===== src/rtl/store_buffer_unit_if.sv =====
// Data-memory write channel of the store buffer: valid/ready handshake carrying
// one word-aligned store (address, replicated data, byte strobe) per transfer.
interface store_buffer_unit_if;
    logic        dmem_wr_valid;
    logic        dmem_wr_ready;
    logic [31:0] dmem_wr_addr;
    logic [31:0] dmem_wr_data;
    logic [3:0]  dmem_wr_strb;

    modport master (
        output dmem_wr_valid,
        output dmem_wr_addr,
        output dmem_wr_data,
        output dmem_wr_strb,
        input  dmem_wr_ready
    );

    modport slave (
        input  dmem_wr_valid,
        input  dmem_wr_addr,
        input  dmem_wr_data,
        input  dmem_wr_strb,
        output dmem_wr_ready
    );
endinterface


===== src/rtl/store_buffer_unit.sv =====
// MEM-stage store buffer: formats SB/SH/SW into aligned word writes, queues them
// in a small in-order FIFO, drains to data memory and reports load-after-store hazards.
module store_buffer_unit #(
    parameter int unsigned DEPTH = 2,
    parameter int unsigned PTR_W = 1
) (
    input  logic                      clk,
    input  logic                      rst_n,
    input  logic                      mem_write,
    input  logic [2:0]                store_type,
    input  logic [31:0]               store_addr,
    input  logic [31:0]               store_data,
    output logic                      store_stall,
    output logic                      store_fault,
    input  logic                      ld_check,
    input  logic [31:0]               ld_addr,
    output logic                      ld_hazard,
    store_buffer_unit_if.master       dmem,
    output logic                      sb_empty
);

    localparam int unsigned CNT_W  = PTR_W + 1;
    localparam logic [2:0]  ST_SB  = 3'b000;
    localparam logic [2:0]  ST_SH  = 3'b001;
    localparam logic [2:0]  ST_SW  = 3'b010;

    typedef struct packed {
        logic [29:0] word;
        logic [31:0] data;
        logic [3:0]  strb;
    } sb_entry_t;

    sb_entry_t              entries [DEPTH];
    logic [DEPTH-1:0]       entry_valid;
    logic [PTR_W-1:0]       wr_ptr;
    logic [PTR_W-1:0]       rd_ptr;
    logic [CNT_W-1:0]       count;

    logic [3:0]             fmt_strb;
    logic [31:0]            fmt_data;
    logic                   illegal;
    logic                   misaligned;
    logic                   full;
    logic                   enq;
    logic                   deq;
    sb_entry_t              new_entry;
    sb_entry_t              head;

    // Byte-lane formatting of the incoming store.
    always_comb begin
        fmt_strb   = 4'b0000;
        fmt_data   = 32'h0;
        illegal    = 1'b0;
        misaligned = 1'b0;
        case (store_type)
            ST_SB: begin
                fmt_strb = 4'b0001 << store_addr[1:0];
                fmt_data = {4{store_data[7:0]}};
            end
            ST_SH: begin
                fmt_strb   = 4'b0011 << store_addr[1:0];
                fmt_data   = {2{store_data[15:0]}};
                misaligned = store_addr[0];
            end
            ST_SW: begin
                fmt_strb   = 4'b1111;
                fmt_data   = store_data;
                misaligned = (store_addr[1:0] != 2'b00);
            end
            default: illegal = 1'b1;
        endcase
    end

    // Full is judged on registered count only, so a dequeue cannot release a stall in the same cycle.
    always_comb begin
        full        = (count == CNT_W'(DEPTH));
        store_fault = mem_write & (illegal | misaligned);
        store_stall = mem_write & ~store_fault & full;
        enq         = mem_write & ~store_fault & ~full;
        deq         = (count != '0) & dmem.dmem_wr_ready;
        new_entry   = '{word: store_addr[31:2], data: fmt_data, strb: fmt_strb};
    end

    always_ff @(posedge clk or negedge rst_n) begin
        if (!rst_n) begin
            wr_ptr      <= '0;
            rd_ptr      <= '0;
            count       <= '0;
            entry_valid <= '0;
            for (int unsigned i = 0; i < DEPTH; i++) begin
                entries[i] <= '0;
            end
        end else begin
            if (enq) begin
                entries[wr_ptr]     <= new_entry;
                entry_valid[wr_ptr] <= 1'b1;
                wr_ptr              <= wr_ptr + PTR_W'(1);
            end
            if (deq) begin
                entry_valid[rd_ptr] <= 1'b0;
                rd_ptr              <= rd_ptr + PTR_W'(1);
            end
            case ({enq, deq})
                2'b10:   count <= count + CNT_W'(1);
                2'b01:   count <= count - CNT_W'(1);
                default: count <= count;
            endcase
        end
    end

    // Head entry is presented directly from storage, so it holds steady under backpressure.
    always_comb begin
        head               = entries[rd_ptr];
        dmem.dmem_wr_valid = (count != '0);
        dmem.dmem_wr_addr  = {head.word, 2'b00};
        dmem.dmem_wr_data  = head.data;
        dmem.dmem_wr_strb  = head.strb;
        sb_empty           = (count == '0);
    end

    // Word-granular match against buffered stores only; same-cycle enqueue is not visible here.
    always_comb begin
        ld_hazard = 1'b0;
        for (int unsigned i = 0; i < DEPTH; i++) begin
            if (entry_valid[i] &&
                ((({entries[i].word, 2'b00} ^ ld_addr) & 32'hFFFF_FFFC) == 32'h0)) begin
                ld_hazard = 1'b1;
            end
        end
        ld_hazard = ld_hazard & ld_check;
    end

endmodule


===== src/flat_wrapper.sv =====
// flat-port wrapper written by rule: the top's interface ports become plain ports
module store_buffer_unit_flat 
#(
    parameter int unsigned DEPTH = 2,
    parameter int unsigned PTR_W = 1
)
  (clk, rst_n, mem_write, store_type, store_addr, store_data, store_stall, store_fault, ld_check, ld_addr, ld_hazard, sb_empty, dmem_dmem_wr_valid, dmem_dmem_wr_addr, dmem_dmem_wr_data, dmem_dmem_wr_strb, dmem_dmem_wr_ready);
  store_buffer_unit_if dmem_i ();
  input  logic clk;
  input  logic rst_n;
  input  logic mem_write;
  input  logic [2:0] store_type;
  input  logic [31:0] store_addr;
  input  logic [31:0] store_data;
  output logic store_stall;
  output logic store_fault;
  input  logic ld_check;
  input  logic [31:0] ld_addr;
  output logic ld_hazard;
  output logic sb_empty;
  output wire logic [$bits(dmem_i.dmem_wr_valid)-1:0] dmem_dmem_wr_valid;
  output wire logic [$bits(dmem_i.dmem_wr_addr)-1:0] dmem_dmem_wr_addr;
  output wire logic [$bits(dmem_i.dmem_wr_data)-1:0] dmem_dmem_wr_data;
  output wire logic [$bits(dmem_i.dmem_wr_strb)-1:0] dmem_dmem_wr_strb;
  input wire logic [$bits(dmem_i.dmem_wr_ready)-1:0] dmem_dmem_wr_ready;
  assign dmem_dmem_wr_valid = dmem_i.dmem_wr_valid;
  assign dmem_dmem_wr_addr = dmem_i.dmem_wr_addr;
  assign dmem_dmem_wr_data = dmem_i.dmem_wr_data;
  assign dmem_dmem_wr_strb = dmem_i.dmem_wr_strb;
  assign dmem_i.dmem_wr_ready = dmem_dmem_wr_ready;
  store_buffer_unit #(.DEPTH(DEPTH), .PTR_W(PTR_W)) u_core (.clk(clk), .rst_n(rst_n), .mem_write(mem_write), .store_type(store_type), .store_addr(store_addr), .store_data(store_data), .store_stall(store_stall), .store_fault(store_fault), .ld_check(ld_check), .ld_addr(ld_addr), .ld_hazard(ld_hazard), .dmem(dmem_i), .sb_empty(sb_empty));
endmodule

===== config.mk =====
export PLATFORM = sky130hd
export DESIGN_NAME = store_buffer_unit_flat
export DESIGN_NICKNAME = d
export VERILOG_FILES = /design/src/rtl/store_buffer_unit_if.sv /design/src/rtl/store_buffer_unit.sv /design/src/flat_wrapper.sv
export SDC_FILE = /design/constraint.sdc
export NUM_CORES = 1
export LEC_CHECK = 0
export ABC_CLOCK_PERIOD_IN_PS = 3200
export BUFFER_PORTS_ARGS = -buffer_cell sky130_fd_sc_hd__buf_4
export CAP_MARGIN = 25
export CORE_ASPECT_RATIO = 1.4
export CORE_MARGIN = 10
export CORE_UTILIZATION = 45
export CTS_CLUSTER_DIAMETER = 40
export CTS_CLUSTER_SIZE = 8
export DETAILED_ROUTE_END_ITERATION = 7
export PLACE_DENSITY = 0.79
export SYNTH_ARGS = -nofsm -noshare
export SYNTH_HDL_FRONTEND = slang
export SYNTH_SLANG_ARGS = --single-unit

===== constraint.sdc =====
create_clock -name clk -period 3.2 [get_ports clk]
set_clock_uncertainty 0.1 [all_clocks]
set_input_delay 0.32 -clock clk [delete_from_list [all_inputs] [get_ports clk]]
set_output_delay 0.32 -clock clk [all_outputs]
set_load 0.01 [all_outputs]

==> results of run 1 <==
==> registers in the layout (all words and copies together), names as in the netlist <==
signal,flops
u_core.count,2
u_core.rd_ptr,1
u_core.entries,132
u_core.entry_valid,2
u_core.wr_ptr,1
==> synthesized netlist by cell type, types with 12 or more instances <==
library cell	n	area share, %
nand2_1	14	0.72
a21oi_1	14	0.96
dfrtp_1	138	47
nand4_1	12	1.0
nor2_1	21	1.1
mux2_2	173	27
xor2_1	24	2.9
xnor2_1	42	5.0
mux2_4	29	5.9
==> placed cells by master, fill, tap and decap left out, types with 2 or more instances in the layout <==
master	synthesis	final
a22o_1	8	8
conb_1	1	2
buf_4	5	177
mux2i_1	5	5
clkbuf_16	0	17
and2_1	8	8
clkinv_4	0	4
a21oi_1	14	14
xnor2_1	42	42
o21a_1	2	2
nand2_1	14	14
mux2_4	29	29
nor2_1	21	20
a21boi_0	2	2
a22oi_1	5	5
bufinv_16	0	3
xor2_1	24	24
dfrtp_1	138	137
clkinv_2	0	3
nand4_1	12	12
inv_1	4	4
mux2_2	173	173
clkinvlp_4	0	2
inv_6	0	2
buf_12	2	3
nor4_1	8	8
==> metal layers <==
layer,global-route usage [%],routed length [µm]
met1,20.8,7870
met2,31.8,10600
met3,5.45,1500
met4,6.33,457
met5,0,0
==> power by group <==
part	internal [W]	switching (W)	total (W)
sequential	0.00256	0.000627	0.00318
combinational	0.00232	0.00161	0.00393
clock	0.00123	0.000772	0.00200
==> final cells by class <==
cell class	count	share of cell area, %
clock buffer	17	4.52
clock inverter	14	1.84
inverter	5	0.199
multi-input combinational	381	38.9
sequential	138	36.7
tap	199	2.65
timing repair buffer	182	15.2
==> through the flow <==
| stage | total power (W) | setup slack [ps] |
|---|---|---|
| floorplan | 0.00545 | 1160 |
| global placement | 0.00703 | 863 |
| detailed placement | 0.00717 | 809 |
| CTS | 0.00922 | 537 |
| global route | 0.00961 | 368 |
| finish | 0.00911 | 586 |
==> worst max-delay path, delay by kind of cell (launching register included) <==
family | cells | cell delay, ps
AO/OA/AOI/OAI | 1 | 210
XOR/XNOR | 1 | 330
buffers and inverters | 1 | 150
flip-flops | 1 | 400
AND/OR/NAND/NOR | 3 | 680
==> logic make-up after synthesis <==
family	count (synthesis)
AO/OA/AOI/OAI	35
multiplexers	207
buffers and inverters	36
XOR/XNOR	66
adder cells (fa/ha/maj)	1
AND/OR/NAND/NOR	70
flip-flops	138
other	1
==> path summary, 6_finish.rpt <==
check / cells after the start / endpoint
worst max-delay path: 6 / ld_hazard
worst min-delay path: 2 / u_core.entries[130]
worst max register to register: 5 / u_core.entries[50]
worst min register to register: 1 / u_core.count[1]
max in group asynchronous: 4 / u_core.entries[34]
min in group asynchronous: 2 / u_core.entries[121]
==> results by group, run 1 <==
Run status
  – Status: finished clean

Timing
  – RSZ-0062 raised after global routing: false
  – Final Max Tran Viols: 0
  – Max frequency: about 0.38 GHz
  – Tmin final: 2610 ps
  – Worst Max-Slew Pin Slew: slightly below 800 ps
  – Tcrit/Tclk final: about four fifths
  – Setup TNS: 0 ps
  – Final Hold Slack: roughly 44 ps
  – Slew headroom: between 40% and 50%
  – Final hold violations: 0
  – Final setup fails: 0

Global route
  – GRT Total Usage: 18.3%
  – First-pass GRT wire length: ~31 mm
  – Antenna violations before repair: 0
  – Vias in the first global route: about 5700
  – Pin count of the biggest net entering global routing: 76
  – Remaining global-route overflow: 0

Finish
  – Number of nets in the layout: between 800 and 900
  – Multi-input gate area: between 3000 and 4000 µm²
  – Fin util: between 50% and 60%
  – Final non-filler cell area: 9410 µm²
  – Final cell count without fillers: between 900 and 1000
  – Area Growth Syn to Fin: 28.3%
  – Inserted Diodes: 0
  – Share of cells above drive strength 1: 57.3%
  – Storage element area: between 3000 and 4000 µm²
  – Fillcell total: 1298

Yosys
  – Register bit count reported by yosys: about 140
  – Fraction of registers with async set/reset: 100%
  – Yosys warnings: 0
  – Top_reg_cell synth: dfrtp_1
  – Sequential share of the synthesized area: a little under half
  – Post-synth cell types: 38
  – Synth Area in Compound Gates: under 10%
  – Post-synth EDFFs: 0
  – Mux cell area share after synthesis: about 33%
  – Simple-gate portion of the synthesized area: 5.22%
  – XOR/XNOR Fraction of Synth Area: 7.88%
  – Avg Cell Area, Syn: about 13 µm²
  – Post-Synth Adder-Cell Area: less than 1%
  – Cell area after synthesis: roughly 7300 µm²
  – Mapped Cells: 554
  – Largest family of logic cells by synthesized area: multiplexers

Clocking
  – CTS Sinks: about 140
  – Clock slew at reported path FFs: approximately 60 ps
  – Number of buffers created by CTS: 17
  – TritonCTS clock tree: done
  – Post-cts resize count: 0
  – # H-tree levels: 4
  – Clock Path Buffers: 2
  – Latest clock arrival within the worst-skew pair: about 410 ps
  – Post-CTS setup buffers: 0
  – Hold_buf cts: 1
  – Clk root buf: clkbuf_16

Die
  – IO Count: around 180
  – Die H: about 170 µm
  – Starting Density: a little under half
  – Die Wd: around 130 µm
  – Std cell rows: 55
  – Core area: roughly 16000 µm²
  – Die area: 21900 µm²

Placement
  – Placed insts: 903
  – Routability cong.: between 0.9 and 1
  – # port buffers: about 170
  – Hpwl dp: around 15 mm
  – Placed Area: 8770 µm²

Worst setup path
  – CP Class: register to output pin
  – Maximum net fanout on the critical path: 3
  – CP max stage delay: about 400 ps
  – FF-to-FF Start: u_core.count[0]
  – Cell mode on critical path: nand4_1
  – Slowest-stage cell, CP: dfrtp_1
  – Arrival time at the worst endpoint: roughly 2200 ps
  – CP Cell Sequence: xnor2_1 -> nand4_1 -> nor4_1 -> nand4_1 -> a21boi_0 -> buf_4
  – Critical path startpoint: u_core.entries[124]
  – Required @ worst endpoint: between 2000 and 3000 ps
  – Worst R2R Setup Slack: roughly 1200 ps
  – Startpoint Class: register
  – Crit end category: output pin

Power and ir drop
  – Leak pwr: around 4.5 nW
  – Power Dens Cells: about 970 nW/µm²
  – Max VDD drop: around 0.54 mV

Worst hold path
  – Min-delay worst type: primary input to register
  – Min-delay src: store_addr[30]

Detailed routing
  – Post-DRT Antenna Nets: 0
  – Routed wire per std cell: roughly 22 µm
  – Vias: 5053
  – Initial drt markers: 301
  – Drc violations: 0
  – Routed WL: approximately 20 mm
  – Drt first pass iters: 4
  – Vias per cell: 5.40

Flow run
  – Max Cap Viol: 0
(Power assumes the default switching activity.)
==> inputs of run 2 (changes only) <==
Settings changed: ABC_CLOCK_PERIOD_IN_PS 3200 to 2550.
Clock period 3.2 ns to 2.55 ns, I/O delays scaled along.
==> results by group, run 2 (synthesis gave the netlist of run 1 again) <==
Global route
  – Remaining global-route overflow: 0 (unchanged)
  – Vias in the first global route: 5943 (+5.0%)
  – Antenna violations before repair: 0 (unchanged)
  – Pin count of the biggest net entering global routing: 48 (-37%)
  – First-pass GRT wire length: 33.0 mm (+5.4%)
  – GRT Total Usage: 19.3% (+0.97 points)

Flow run
  – Max Cap Viol: 0 (unchanged)

Finish
  – Most frequent cells in the layout: buf_4 (180), mux2_2 (173), dfrtp_1 (137), xnor2_1 (38), dlygate4sd3_1 (31)
  – Area Growth Syn to Fin: 33.7%
  – Inserted Diodes: 0 (unchanged)
  – Final cell count without fillers: 971 (+3.7%)
  – Largest regs: u_core.entries x132, u_core.count x2, u_core.entry_valid x2
  – Fillcell total: 1260 (-2.9%)
  – Most common cell after layout, fill and taps aside: buf_4
  – Final non-filler cell area: 9810 µm² (+4.3%)
  – Share of cells above drive strength 1: 55.6% (-1.7 points)
  – Number of nets in the layout: 864 (+4.1%)
  – Max FFs per register: 132 (unchanged)
  – Largest Register: u_core.entries

Timing
  – Final Hold Slack: 78.0 ps (+33.5 ps)
  – Final setup fails: 0 (unchanged)
  – RSZ-0062 raised after global routing: false
  – Worst Max-Slew Pin Slew: 766 ps (-17.5 ps)
  – Final Max Tran Viols: 0 (unchanged)
  – Slew headroom: 49.0% (+1.4 points)
  – Tcrit/Tclk final: roughly 93%
  – Max frequency: ~0.42 GHz
  – Tmin final: about 2400 ps
  – Final hold violations: 0 (unchanged)
  – Setup TNS: 0 ps (unchanged)

Clocking
  – Number of buffers created by CTS: 17 (unchanged)
  – CTS Sinks: 138 (unchanged)
  – TritonCTS clock tree: done
  – Latest clock arrival within the worst-skew pair: 410 ps (about the same)
  – Post-CTS setup buffers: 0 (unchanged)
  – Clock slew at reported path FFs: 60 ps (about the same)
  – Clock Path Buffers: 2 (unchanged)
  – # H-tree levels: 4 (unchanged)
  – Clk root buf: clkbuf_16

Power and ir drop
  – Power Dens Cells: 1190 nW/µm² (+23%)
  – Leak pwr: 4.68 nW (+4.0%)
  – Max VDD drop: 0.670 mV (+23%)

Worst setup path
  – CP Class: register to output pin
  – Cell mode on critical path: nand4_1
  – Arrival time at the worst endpoint: 2020 ps (-170 ps)
  – Slowest-stage cell, CP: dfrtp_1
  – Buf+Inv Stages, Crit Path: 1 (unchanged)
  – Maximum net fanout on the critical path: 3 (unchanged)
  – Crit-path leading delay family: simple AND/OR/NAND/NOR gates
  – Startpoint Class: register
  – Required @ worst endpoint: 2190 ps (-590 ps)
  – CP Cell Sequence: xnor2_1 -> nand4_1 -> nor4_1 -> nand4_1 -> a21boi_0 -> buf_4
  – CP max stage delay: 400 ps (about the same)
  – FF-to-FF Start: u_core.count[0]
  – Critical path startpoint: u_core.entries[48]
  – Crit end category: output pin

Detailed routing
  – Routed WL: 21.1 mm (+3.3%)
  – Initial drt markers: 248 (-18%)
  – Vias per cell: 5.35 (-0.84%)
  – Drc violations: 0 (unchanged)
  – Routed wire per std cell: 21.7 µm (-0.46%)
  – Vias: 5198 (+2.9%)
  – Drt first pass iters: 4 (unchanged)
  – Post-DRT Antenna Nets: 0 (unchanged)

Placement
  – Placed insts: 908 (+0.55%)
  – Routability cong.: 0.962 (+3.5%)
  – # port buffers: 172 (unchanged)
  – Hpwl dp: 15.9 mm (+3.3%)
  – Placed Area: 8840 µm² (+0.71%)

Die
  – IO Count: 177 (unchanged)
  – Starting Density: 45.6% (unchanged)
  – Die area: 21900 µm² (unchanged)
  – Die Wd: 128 µm (unchanged)
  – Die H: 171 µm (unchanged)
  – Std cell rows: 55 (unchanged)
  – Core area: 16100 µm² (unchanged)

Worst hold path
  – Min-delay src: dmem_dmem_wr_ready
  – Min-delay worst type: primary input to register

Run status
  – Status: finished clean
==> run 2: cell types whose count changed in the layout (fill, tap and decap cells not counted), sizes merged <==
| cell | delta |
|---|---|
| buf | +4 |
| bufinv | +1 |
| clkbuf | +3 |
| clkinv | -4 |
| dlygate4sd3 | +30 |
| inv | +1 |
==> run 2: final timing paths <==
kind | to | slack, ps | cells past startpoint
worst max-delay path | ld_hazard | 170 | 6
worst min-delay path | u_core.rd_ptr | 80 | 3
worst max register to register | u_core.entries[36] | 560 | 5
worst min register to register | u_core.entries[4] | 400 | 1
max in group asynchronous | u_core.entries[40] | 1190 | 3
min in group asynchronous | u_core.entries[120] | 260 | 2
==> run 2: cell type report <==
class / instances / area [µm²] / share of cell area [%]
Multi-Input combinational cell: 381 / 3690 / 37.6
Sequential cell: 138 / 3450 / 35.2
Timing Repair Buffer: 216 / 1760 / 18.0
Clock buffer: 20 / 447 / 4.55
Tap cell: 199 / 249 / 2.54
Clock inverter: 12 / 188 / 1.91
Inverter: 5 / 18.8 / 0.191
==> run 2: timing repair <==
item,CTS,global route
endpoints found under the setup margin,0,1
gates resized for setup,0,4
hold buffers,31,0
hold endpoints to repair,95,0
==> run 2: worst reg2reg max path: cells and delay by family (launching register included) <==
kind	cells	cell delay (ps)
buf+inv	1	240
flops	1	420
mux	1	370
simple gates	3	730
==> run 2: report_power, final <==
group          total, W  internal [W]  switching [W]
Clock           0.00265       0.00168       0.000972
Sequential      0.00397       0.00321       0.000758
Combinational   0.00506       0.00295        0.00211
Total            0.0117       0.00784        0.00384
==> run 2: stage by stage <==
step                      setup slack, ps  utilization (%)  total power (W)
after floorplan                       571                -          0.00684
after global placement                397             54.9          0.00883
after detailed placement              306             54.9          0.00902
after CTS                            59.0             60.7           0.0118
after global routing                 16.1             60.9           0.0123
final                                 173             60.9           0.0117
==> run 2: per-layer routing <==
| layer | vias up | global-route usage (%) | wire, µm |
|---|---|---|---|
| li1 | 2375 | - | - |
| met1 | 2577 | 20.8 | 8000 |
| met2 | 208 | 33.7 | 11000 |
| met3 | 38 | 5.82 | 1450 |
| met4 | 0 | 8.83 | 675 |
| met5 | - | 0 | 0 |
